File: src/rtl/multdiv_pkg.sv
// rtl/multdiv_pkg.sv - shared types and constants for the iterative signed multiply/divide unit
package multdiv_pkg;

  typedef enum logic [1:0] {
    IDLE    = 2'd0,
    MUL_RUN = 2'd1,
    DIV_RUN = 2'd2,
    DONE    = 2'd3
  } state_e;

  localparam int DEFAULT_WIDTH = 32;

  // One iteration per result bit.
  function automatic int iter_count(input int width);
    return width;
  endfunction

endpackage

File: src/rtl/multdiv_addsub.sv
// rtl/multdiv_addsub.sv - WIDTH+1-bit adder/subtractor shared by the multiply and divide iterations
module multdiv_addsub
  import multdiv_pkg::*;
#(
  parameter int WIDTH = DEFAULT_WIDTH
) (
  input  logic [WIDTH:0] a,
  input  logic [WIDTH:0] b,
  input  logic           sub,
  output logic [WIDTH:0] y
);

  assign y = a + (b ^ {(WIDTH + 1){sub}}) + {{WIDTH{1'b0}}, sub};

endmodule

File: src/rtl/multdiv.sv
// rtl/multdiv.sv - iterative signed shift-add multiply / restoring divide, WIDTH+1 cycle latency
// MULTDIV_EARLY_ZERO_EN: zero operands finish in one cycle instead of running the full count.
module multdiv
  import multdiv_pkg::*;
#(
  parameter int WIDTH = DEFAULT_WIDTH
) (
  input  logic             clock,
  input  logic             reset,
  input  logic [WIDTH-1:0] data_operandA,
  input  logic [WIDTH-1:0] data_operandB,
  input  logic             ctrl_MULT,
  input  logic             ctrl_DIV,
  output logic [WIDTH-1:0] data_result,
  output logic             data_exception,
  output logic             data_resultRDY
);

  localparam int ITERS = iter_count(WIDTH);
  localparam int CNT_W = $clog2(ITERS + 1);
  localparam logic [CNT_W-1:0] LAST_CNT = CNT_W'(ITERS - 1);

  state_e             state_q, state_d;
  logic [CNT_W-1:0]   cnt_q, cnt_d;
  logic [WIDTH-1:0]   opnd_q, opnd_d, hi_q, hi_d, lo_q, lo_d, result_q, result_d;
  logic               neg_q, neg_d, zdiv_q, zdiv_d, exc_q, exc_d;

  logic               start, start_mul, last_iter, early_zero;
  logic [WIDTH-1:0]   abs_a, abs_b, quot_mag, quot_s;
  logic [WIDTH:0]     as_a, as_b, as_y;
  logic               as_sub;
  logic [2*WIDTH-1:0] prod_mag, prod_s;

  assign start     = ctrl_MULT | ctrl_DIV;
  assign start_mul = ctrl_MULT;
  assign last_iter = (cnt_q == LAST_CNT);
  assign abs_a     = data_operandA[WIDTH-1] ? -data_operandA : data_operandA;
  assign abs_b     = data_operandB[WIDTH-1] ? -data_operandB : data_operandB;

`ifdef MULTDIV_EARLY_ZERO_EN
  assign early_zero = (data_operandA == '0) || (data_operandB == '0);
`else
  assign early_zero = 1'b0;
`endif

  // hi holds the partial product (multiply) or partial remainder (divide); lo shifts out multiplier / in quotient.
  always_comb begin
    as_sub = (state_q == DIV_RUN);
    as_a   = {1'b0, hi_q};
    as_b   = lo_q[0] ? {1'b0, opnd_q} : '0;
    if (state_q == DIV_RUN) begin
      as_a = {hi_q, lo_q[WIDTH-1]};
      as_b = {1'b0, opnd_q};
    end
  end

  multdiv_addsub #(.WIDTH(WIDTH)) u_addsub (
    .a   (as_a),
    .b   (as_b),
    .sub (as_sub),
    .y   (as_y)
  );

  assign prod_mag = {as_y, lo_q[WIDTH-1:1]};
  assign prod_s   = neg_q ? -prod_mag : prod_mag;
  assign quot_mag = {lo_q[WIDTH-2:0], ~as_y[WIDTH]};
  assign quot_s   = neg_q ? -quot_mag : quot_mag;

  always_ff @(posedge clock) begin
    if (reset) begin
      state_q  <= IDLE;
      cnt_q    <= '0;
      opnd_q   <= '0;
      hi_q     <= '0;
      lo_q     <= '0;
      result_q <= '0;
      neg_q    <= 1'b0;
      zdiv_q   <= 1'b0;
      exc_q    <= 1'b0;
    end else begin
      state_q  <= state_d;
      cnt_q    <= cnt_d;
      opnd_q   <= opnd_d;
      hi_q     <= hi_d;
      lo_q     <= lo_d;
      result_q <= result_d;
      neg_q    <= neg_d;
      zdiv_q   <= zdiv_d;
      exc_q    <= exc_d;
    end
  end

  always_comb begin
    state_d = state_q;
    if (start) begin
      state_d = early_zero ? DONE : (start_mul ? MUL_RUN : DIV_RUN);
    end else begin
      case (state_q)
        MUL_RUN, DIV_RUN: if (last_iter) state_d = DONE;
        DONE:             state_d = IDLE;
        default:          state_d = state_q;
      endcase
    end
  end

  always_comb begin
    cnt_d    = cnt_q;
    opnd_d   = opnd_q;
    hi_d     = hi_q;
    lo_d     = lo_q;
    result_d = result_q;
    neg_d    = neg_q;
    zdiv_d   = zdiv_q;
    exc_d    = exc_q;
    if (start) begin
      cnt_d  = '0;
      neg_d  = data_operandA[WIDTH-1] ^ data_operandB[WIDTH-1];
      zdiv_d = (data_operandB == '0);
      hi_d   = '0;
      opnd_d = start_mul ? abs_a : abs_b;
      lo_d   = start_mul ? abs_b : abs_a;
      if (early_zero) begin
        result_d = '0;
        exc_d    = !start_mul && (data_operandB == '0);
      end
    end else if (state_q == MUL_RUN) begin
      hi_d  = as_y[WIDTH:1];
      lo_d  = {as_y[0], lo_q[WIDTH-1:1]};
      cnt_d = cnt_q + 1'b1;
      if (last_iter) begin
        result_d = prod_s[WIDTH-1:0];
        exc_d    = !((&prod_s[2*WIDTH-1:WIDTH-1]) || !(|prod_s[2*WIDTH-1:WIDTH-1]));
      end
    end else if (state_q == DIV_RUN) begin
      hi_d  = as_y[WIDTH] ? as_a[WIDTH-1:0] : as_y[WIDTH-1:0];
      lo_d  = quot_mag;
      cnt_d = cnt_q + 1'b1;
      if (last_iter) begin
        // A positive quotient magnitude of 2^(WIDTH-1) only arises from MIN / -1.
        result_d = zdiv_q ? '0 : quot_s;
        exc_d    = zdiv_q || (quot_mag[WIDTH-1] && !neg_q);
      end
    end
  end

  always_comb begin
    data_resultRDY = (state_q == DONE);
    data_result    = result_q;
    data_exception = exc_q;
  end

endmodule

File: config.mk
export PLATFORM = sky130hd
export DESIGN_NAME = multdiv
export DESIGN_NICKNAME = d
export VERILOG_FILES = /design/src/rtl/multdiv_pkg.sv /design/src/rtl/multdiv_addsub.sv /design/src/rtl/multdiv.sv
export SDC_FILE = /design/constraint.sdc
export NUM_CORES = 1
export LEC_CHECK = 0
export CAP_MARGIN = 20
export CELL_PAD_IN_SITES_DETAIL_PLACEMENT = 0
export CELL_PAD_IN_SITES_GLOBAL_PLACEMENT = 1
export CORE_ASPECT_RATIO = 1.4
export CORE_MARGIN = 10
export CORE_UTILIZATION = 33
export CTS_BUF_LIST = sky130_fd_sc_hd__clkbuf_4
export DETAILED_ROUTE_END_ITERATION = 16
export PLACE_DENSITY = 0.7
export SETUP_SLACK_MARGIN = 0.02
export SYNTH_ARGS = -nofsm -noshare
export SYNTH_HDL_FRONTEND = slang
export SYNTH_SLANG_ARGS = --single-unit
File: constraint.sdc
create_clock -name clock -period 10.5 [get_ports clock]
set_input_delay 2.1 -clock clock [delete_from_list [all_inputs] [get_ports clock]]
set_output_delay 2.1 -clock clock [all_outputs]
set_load 0.03 [all_outputs]
=== Word-level counts from Yosys, hierarchy flattened ===
Index checks and enable logic that the tools add are counted.

* Bits in registers: 139
* Input bits: 68
* Output and inout bits: 34
* Logic and storage cells: 74

* Add/sub/neg operators: 7
* Equality and inequality tests: 7
* Multiplexer cells: 30
* Bitwise gates (word level): 5
* Reduce and logical (&&, ||, !) cells: 16

{| class="wikitable"
|+ Operator list
! operator !! number
|-
| $mux 32 || 18
|-
| $neg 32->32 || 3
|-
| $mux 64 || 1
|-
| $neg 64->64 || 1
|-
| $add 33x1->33 || 1
|-
| $add 33x33->33 || 1
|-
| $mux 33 || 1
|-
| $reduce_and 33->1 || 1
|-
| $reduce_or 33->1 || 1
|-
| $xor 32x33->33 || 1
|-
| $logic_not 32->1 || 1
|-
| $mux 6 || 2
|-
| $add 6x1->6 const B || 1
|-
| $eq 6x5->1 const B || 1
|-
| $mux 2 || 3
|-
| $reduce_bool 3->1 || 2
|-
| $eq 2x2->1 const B || 2
|-
| $mux 1 || 4
|-
| $ne 2x2->1 const B || 2
|-
| $pmux 2 s2 || 1
|-
| $reduce_and 4->1 || 1
|-
| $reduce_or 2->1 || 2
|-
| $logic_not 1->1 || 3
|-
| $ne 3x3->1 const B || 1
|-
| other kinds (8) || 10
|}

=== Logic depth before layout (Yosys ltp) ===
Gate-level depths: netlist of the first run.

* Depth after elaboration: 13
* Gate-level depth with buffers: 30
* Mapped depth without buffers: 24

=== Hierarchy ===
From an unflattened synthesis of the first run, not the netlist that was laid out.

* Cell total of the unflattened synthesis: 1,906
* Area, all modules: 13,470.4 um2

{| class="wikitable"
|+ Modules (own cells, without submodules)
! module !! times used !! cells each !! area an instance (um2)
|-
| multdiv || 1 || 1,642 || 11,532.3
|-
| multdiv_addsub || 1 || 264 || 1,938.1
|}

=== Worst setup path before layout of the first run ===
Ideal clock, no wire load.

* Path kind: register to register
* Start: register state_q[0]
* End: register result_q[16], in the netlist data_result[16]
* Library setup time: 0.132 ns
* Data arrival time: 5.697 ns
* Path slack: 4.671 ns
* Cell stages (with the launch flop): 28
* Path buffers: 7
* Period minus slack after synthesis: 5.829 ns
* Cells stage by stage: dfxtp_1 -> inv_1 -> ha_1 -> buf_6 -> clkbuf_1 -> buf_1 -> mux2_2 -> ha_1 -> clkbuf_1 -> o2111ai_1 -> a21oi_1 -> o311ai_1 -> buf_4 -> a2111oi_4 -> o21ai_1 -> a21oi_1 -> mux2i_1 -> and2_1 -> buf_2 -> inv_1 -> buf_2 -> ha_1 -> inv_1 -> or2_2 -> o21ai_0 -> xnor2_1 -> a221oi_1 -> nor3_1

* Longest elaborated chain between the ends: 12
* Elaborated cells on any way between the ends: 18
* Those cells by class: add/sub: 3; eq/ne: 4; mux: 7; bitwise: 2; reduce/logical: 2

{| class="wikitable"
|+ Ends and longest elaborated chain
! item !! RTL line !! RTL
|-
| start: declaration || multdiv.sv:23 || <nowiki>state_e state_q, state_d;</nowiki>
|-
| start signal: assignment || multdiv.sv:81 || <nowiki>state_q <= state_d;</nowiki>
|-
| $eq 2x2->1 || multdiv.sv:48, multdiv.sv:51, multdiv.sv:134 ||
|-
| $mux 32 || multdiv.sv:51 || <nowiki>if (state_q == DIV_RUN) begin</nowiki>
|-
| $xor 32x33->33 || multdiv_addsub.sv:13 || <nowiki>assign y = a + (b ^ {(WIDTH + 1){sub}}) + {{WIDTH{1'b0}}, sub};</nowiki>
|-
| $add 33x33->33 || multdiv_addsub.sv:13 ||
|-
| $add 33x1->33 || multdiv_addsub.sv:13 ||
|-
| $not 1->1 || multdiv.sv:66 || <nowiki>assign quot_mag = {lo_q[WIDTH-2:0], ~as_y[WIDTH]};</nowiki>
|-
| $neg 32->32 || multdiv.sv:67 || <nowiki>assign quot_s = neg_q ? -quot_mag : quot_mag;</nowiki>
|-
| $mux 32 || multdiv.sv:67 ||
|-
| $mux 32 || multdiv.sv:140 || <nowiki>result_d = zdiv_q ? '0 : quot_s;</nowiki>
|-
| $mux 32 || multdiv.sv:138 || <nowiki>if (last_iter) begin</nowiki>
|-
| $mux 32 || multdiv.sv:134 || <nowiki>end else if (state_q == DIV_RUN) begin</nowiki>
|-
| $mux 32 || multdiv.sv:126 || <nowiki>end else if (state_q == MUL_RUN) begin</nowiki>
|-
| end signal: assignment || multdiv.sv:86 || <nowiki>result_q <= result_d;</nowiki>
|-
| end: declaration || multdiv.sv:25 || <nowiki>logic [WIDTH-1:0] opnd_q, opnd_d, hi_q, hi_d, lo_q, lo_d, result_q, result_d;</nowiki>
|}

Several ways; a longest one is shown, not always the timed one. The select of a mux whose other input is x is not followed.
A chain may end at the register's enable or synchronous reset.

=== Worst setup path in the final report of the first run ===
* Start: register state_q[0]
* End: register result_q[18], in the netlist data_result[18]

The elaborated chain is that of the path after synthesis.

==> impl_results.md, run 1 <==
- Max VDD drop: between 70 and 80 uV
- Wire per inst: ~22 um
- Worst min path class: reg -> reg
- Static leakage: just under 6 nW
- Top-level port count: 102
- Fin. max-slew vios: 0
- Largest net degree at the start of global routing: 89
- Sequential fraction of design power: 0.358
- Slew @ Worst Pin: 1170 ps
- TritonRoute pass-1 iters: 6
- Worst skew pair latency: 660 ps
- Initial DRC count: around 1,100
- All-layer global routing usage: 0.202
- Post-detail-place hpwl: 41,800 um
- Area Growth Syn to Fin: 10.3%
- Slowest cell on the critical path: inv_1
- TritonCTS Buffers: 17
- GPL Wtd Cong: 0.908
- Most common cell after layout, fill and taps aside: nor2_1
- Total die area: 53,300 um2
- CTS root buffer: clkbuf_4
- First-pass GRT wire length: ~85,000 um
- Hold Path Depth: 2
- Drt total wl: around 55,000 um
- Starting Density: 0.333
- Buffers & Inverters on Critical Path: 7
- Clock Path Buffers: 2
- Setup tns final: 0 ps
- RSZ-0062 raised after global routing: false
- Cell count after synthesis: 1,994
- Outcome: complete, no violations
- NetSw: slightly above 0.7 mW
- Hold Fails Final Rpt: 0
- Final net count: approximately 2,100
- Post_cts resized: 0
- Synth area leaders: dfxtp_1 19%, nor2_1 6.7%, xnor2_1 6.4%
- Worst EP arrival: 7140 ps
- # hold bufs at CTS: 0
- Top cell type by total area after synthesis: dfxtp_1
- Syn Area/Cell: about 7.3 um2
- #FFs+latches synth: around 140
- Relative slew slack: 0.222
- Crit Path Max Fanout: 49
- Initial antenna violation count: 1
- Setup crit start kind: register
- Combinational power share: 0.396
- R2R depth: 26
- Most frequent cells in the layout: 260 x nor2_1, 157 x a21oi_1, 139 x nand2_1
- Fin Clk Skew: approximately 35 ps
- Post-DP Area: between 15,000 and 20,000 um2
- CP endpoint kind: register
- CTS tree: done
- Synth top area share: 0.190
- Critical path class: reg -> reg
- Final period util: 0.630
- Post-route cell area: between 15,000 and 20,000 um2
- Die Height: between 200 and 300 um
- DRC errors left: 0
- CP peak stage delay: about 540 ps
- Synth warn: 0
- Main flop type after synthesis: dfxtp_1
- Period minus WS final: ~6600 ps
- Distinct cells, synth: approximately 120
- Drt via density: about 6
- Share of cells above drive strength 1: 0.102
- CP top delay family: compound AO/OA/AOI/OAI gates
- Port bufs: between 100 and 150
- Die X: between 150 and 200 um
- Core ar.: around 44,000 um2
- Pwr dens: roughly 100 nW/um2
- MaxCap Viol Count: 0
- # clock sinks: 139
- Post-route antenna net violation count: 0
- Syn_nets: between 2,000 and 2,500
- Reg clk slew, reported paths: approximately 140 ps
- Number of setup violations in the final report: 0
- Total vias in the final route: roughly 15,000
- Top cell by count, worst path: inv_1
- P_int: slightly below 1 mW
- H-tree level count: 4
- Num rows: roughly 90
- Post-synth ARST share: 0
- Clk pwr share: 0.246
- Post-synth EDFFs: 0
- Register area share after synthesis: 0.190
- Worst path depth: 26
- F_max: roughly 150 MHz
- Post-CTS Setup Bufs: 0
- WP data required: approximately 11,000 ps
- Switching share of power: 0.423
- Gr ovfl total: 0
- Netlist Area Pre-Place: ~15,000 um2
- Vias in the first global route: about 14,000
## logic make-up (layout without fill, tap and decap cells)
kind of cell / count (synthesis) / in the layout / share of synthesized area
multiplexers: 93 / 93 / 0.0699
other: 0 / 1 / 0
AND/OR/NAND/NOR: 759 / 759 / 0.263
flip-flops: 139 / 139 / 0.190
buffers and inverters: 207 / 187 / 0.0571
adder cells (fa/ha/maj): 41 / 41 / 0.0354
XOR/XNOR: 156 / 156 / 0.0949
AO/OA/AOI/OAI: 599 / 599 / 0.289
## power groups by stage
stage	sequential [mW]	clock [mW]	combinational, mW
after CTS	0.606	0.428	0.665
after global routing	0.609	0.444	0.732
final	0.607	0.417	0.670
after floorplan	0.574	0	0.511
after global placement	0.617	0	0.656
after detailed placement	0.618	0	0.662
## worst register-to-register path: cells and delay by family, from the launching register on
kind                       cells  cell delay (ps)
buffers and inverters          7             1570
and+or+nand+nor                5             1060
AOI/OAI and AO/OA              8             1920
DFF                            1              450
xor gates and xnor gates       1               90
muxes                          2              350
adders and majority gates      3             1080
## flip-flops by register name, indices dropped and copies added, names as in the netlist
| name | flops |
|---|---|
| lo_q | 32 |
| data_result | 32 |
| neg_q | 1 |
| zdiv_q | 1 |
| cnt_q | 6 |
| state_q | 2 |
| opnd_q | 32 |
| data_exception | 1 |
| hi_q | 32 |
## layout make-up
class / instances / area [um2]
diodes: 1 / 2.50
clock buffers: 19 / 143
clock inverters: 13 / 166
fillers: 4705 / 27800
inverters: 30 / 113
multi-input cells: 1648 / 11000
flip-flops and latches: 139 / 2780
well taps: 558 / 698
repair buffers: 125 / 1200
## per-stage QoR
| step | power [mW] | cells | hold slack (ps) | util | setup WS, ps |
|---|---|---|---|---|---|
| final | 1.69 | 2533 | 474 | 0.367 | 3890 |
| after detailed placement | 1.28 | 2499 | 459 | 0.360 | 4050 |
| after CTS | 1.70 | 2531 | 475 | 0.367 | 4010 |
| after global placement | 1.27 | 2499 | 449 | 0.360 | 4160 |
| after global routing | 1.78 | 2533 | 489 | 0.367 | 3320 |
| after floorplan | 1.09 | 1994 | 437 | - | 4670 |
## routing by layer
| metal | GRT usage | vias up | share of wire |
|---|---|---|---|
| met2 | 0.370 | 421 | 0.53 |
| li1 | - | 7268 | - |
| met4 | 0.101 | 0 | 0.046 |
| met3 | 0.0227 | 119 | 0.035 |
| met5 | 0 | - | 0 |
| met1 | 0.224 | 7211 | 0.39 |
## worst paths after layout
kind	from	end	slack (ps)
min	hi_q[31]$_SDFFE_PP0N_	hi_q[31]$_SDFFE_PP0N_	470
max reg2reg	state_q[0]$_SDFFE_PP0P_	data_result[18]$_SDFFE_PP0P_	3890
max	state_q[0]$_SDFFE_PP0P_	data_result[18]$_SDFFE_PP0P_	3890
min reg2reg	hi_q[31]$_SDFFE_PP0N_	hi_q[31]$_SDFFE_PP0N_	470
## cells in the mapped netlist, types with 7 or more instances
library cell and n:
buf_2 23, clkbuf_1 139, nor2b_1 27, nand2_1 139, nor3_1 79, nor2_1 261
a31oi_1 8, or2_2 21, o21a_1 7, xor2_1 46, a211o_1 14, a21oi_1 157
dfxtp_1 139, or4_1 19, ha_1 38, nand3_1 34, and4_1 7, nand2b_1 30
nor4_1 17, nand3b_1 11, nand4_1 17, mux2i_1 34, and2_1 12, a21o_1 23
inv_1 30, mux2_2 54, buf_1 10, xnor2_1 107, o31ai_1 38, and3_1 18
o21ai_0 97, a211oi_1 97, o211ai_1 14, a221oi_1 29, or3_1 25, o41ai_1 13
Power figures use the tool's default switching activity.
==> inputs of run 2 (changes only) <==
--- a/config.mk
+++ b/config.mk
@@ -13,7 +13,7 @@
 export CORE_UTILIZATION = 33
 export CTS_BUF_LIST = sky130_fd_sc_hd__clkbuf_4
 export DETAILED_ROUTE_END_ITERATION = 16
-export PLACE_DENSITY = 0.7
+export PLACE_DENSITY = 0.73
 export SETUP_SLACK_MARGIN = 0.02
 export SYNTH_ARGS = -nofsm -noshare
 export SYNTH_HDL_FRONTEND = slang
==> constraint.sdc (replaced) <==
create_clock -name clock -period 5.9 [get_ports clock]
set_input_delay 1.18 -clock clock [delete_from_list [all_inputs] [get_ports clock]]
set_output_delay 1.18 -clock clock [all_outputs]
set_load 0.03 [all_outputs]
==> run 2 against run 1 <==
Clock skew is 13 ps lower. Register-to-register slack worse by 3600 ps. Non-clock buffer count is 38 higher. Final cell count is 1.5% higher. Sequential share of layout area is 0.29 points lower. Fmax is 18% higher. Critical path depth is 5 lower. Power is 78% higher.
==> impl_results.md, run 2 (synthesis gave the netlist of run 1 again) <==
- Worst slack at placement: between 60 and 70 ps
- Largest net degree at the start of global routing: 80
- Final Power: about 3.0 mW
- Met1 Routed Length: 21,900 um
- Drt total wl: around 56,000 um
- Final net count: about 2,100
- Fin. max-slew vios: 0
- DRC errors left: 0
- DR top layer: met4
- Gr ovfl total: 0
- # clock sinks: ~140
- # fillers: ~4,600
- All-layer global routing usage: 0.206
- Wire per inst: 21.9 um
- Max VDD drop: just over 100 uV
- Worst min path class: reg -> reg
- CTS root buffer: clkbuf_4
- Hold Fails Final Rpt: 0
- TritonCTS Buffers: 17
- CP peak stage delay: a little over 600 ps
- Clock Path Buffers: 2
- R2r setup slk: 300 ps
- Critical path class: reg -> reg
- Hold path start: hi_q[31]$_SDFFE_PP0N_
- R2R depth: 21
- CP top delay family: compound AO/OA/AOI/OAI gates
- Met2 wire len: 29,000 um
- Slew @ Worst Pin: 1180 ps
- Num rows: 91
- Port bufs: roughly 100
- Die Height: ~270 um
- Total vias in the final route: around 15,000
- Post-detail-place hpwl: 42,700 um
- Period minus WS final: roughly 5600 ps
- Most frequent cells in the layout: 260 x nor2_1, 157 x a21oi_1, 139 x nand2_1
- Starting Density: 0.333
- Setup crit start kind: register
- MaxCap Viol Count: 0
- Initial DRC count: 1,282
- Final period util: 0.949
- Final Worst Setup Slack: 301 ps
- GPL Wtd Cong: slightly above 0.9
- Slowest cell on the critical path: or4_1
- Met3 routed wirelength: 2190 um
- Fin Clk Skew: approximately 22 ps
- CTS tree: done
- Hold Path Sink: hi_q[31]$_SDFFE_PP0N_
- WP data required: 6440 ps
- Post-route antenna net violation count: 0
- Drt via density: around 5.9
- Outcome: complete, no violations
- Buffers & Inverters on Critical Path: 4
- Top-level port count: about 100
- Initial antenna violation count: 2
- # hold bufs at CTS: 0
- Area Growth Syn to Fin: 12.2%
- Worst EP arrival: ~6100 ps
- R2R Path End: data_exception$_SDFFE_PP0P_
- RSZ-0062 raised after global routing: false
- Relative slew slack: 0.215
- Total die area: approximately 53,000 um2
- H-tree level count: 4
- Post-CTS Setup Bufs: 0
- Core ar.: ~44,000 um2
- Vias in the first global route: around 15,000
- Number of setup violations in the final report: 0
- TritonRoute pass-1 iters: 6
- Top cell by count, worst path: buf_4
- Share of cells above drive strength 1: 0.119
- Die X: about 200 um
- First-pass GRT wire length: around 87,000 um
- Reg clk slew, reported paths: approximately 150 ps
- Pwr dens: about 180 nW/um2
- F_max: around 180 MHz
- Static leakage: 5.97 nW
- Hold Path Depth: 2
- Util after Layout: 0.374
- Worst-path cell chain: inv_1 -> ha_2 -> nor2_1 -> buf_4 -> mux2_2 -> ha_1 -> a21o_1 -> a21oi_1 -> a21oi_1 -> o311ai_2 -> buf_4 -> buf_4 -> a211oi_1 -> nor4_4 -> o211ai_2 -> or4_1 -> o21a_1 -> nor3_2 -> nand4_1 -> a2111oi_2 -> nor3_1
- Worst skew pair latency: 640 ps
- Launching point of the worst reg2reg path: state_q[0]$_SDFFE_PP0P_
- Crit Path Max Fanout: 22
- CP endpoint kind: register
- Setup tns final: 0 ps
- Post_cts resized: 0
- Hold WS: roughly 470 ps
- Most common cell after layout, fill and taps aside: nor2_1
==> run 2: cell types whose count changed in the layout (fill, tap and decap cells not counted), moves of 2 or more <==
cell | before | now
inv_6 | 2 | 4
buf_4 | 26 | 64
clkinv_1 | 0 | 3
ha_2 | 1 | 3
ha_1 | 36 | 34
clkinv_4 | 3 | 1
==> run 2: power by group <==
part / total (mW) / leakage, nW / internal (mW) / switching [mW]
Clock: 0.685 / 0.142 / 0.256 / 0.429
Combinational: 1.26 / 4.69 / 0.477 / 0.786
Sequential: 1.06 / 1.14 / 0.985 / 0.0753
==> run 2: worst max path at each step <==
stage                            startpoint                            to  slack [ps]  depth (start not counted)
floorplan           state_q[0]$_SDFFE_PP0P_  data_result[16]$_SDFFE_PP0P_          70                         27
global placement    state_q[0]$_SDFFE_PP0P_   data_exception$_SDFFE_PP0P_         200                         21
detailed placement  state_q[0]$_SDFFE_PP0P_   data_exception$_SDFFE_PP0P_          70                         21
CTS                 state_q[0]$_SDFFE_PP0P_   data_exception$_SDFFE_PP0P_          60                         21
global route        state_q[0]$_SDFFE_PP0P_   data_exception$_SDFFE_PP0P_          30                         21
finish              state_q[0]$_SDFFE_PP0P_   data_exception$_SDFFE_PP0P_         300                         21
==> run 2: stage by stage <==
stage	cell area, um2	std cells
floorplan	14600	1994
global placement	16100	2537
detailed placement	16100	2537
CTS	16400	2569
global route	16400	2572
finish	16400	2572
==> run 2: routing by layer <==
layer,vias up,GRT usage
met3,130,0.0234
met5,-,0
met1,7347,0.227
li1,7343,-
met4,0,0.122
met2,408,0.368
==> run 2: tightest hold or removal path, cell delays in order, from the launching register on <==
cell	delay (ps)
dfxtp_1	340
nand2_1	50
a21oi_1	50
==> run 2: layout make-up <==
type                       instances  area [um2]  area share
antenna                            2        5.00    0.000305
clock buffer                      18         135     0.00823
clock inverter                    14         143     0.00869
inverter                          30         113     0.00686
multi-input combinational       1648       11100       0.673
sequential                       139        2780       0.170
tap                              558         698      0.0425
timing repair buffer             163        1490      0.0905
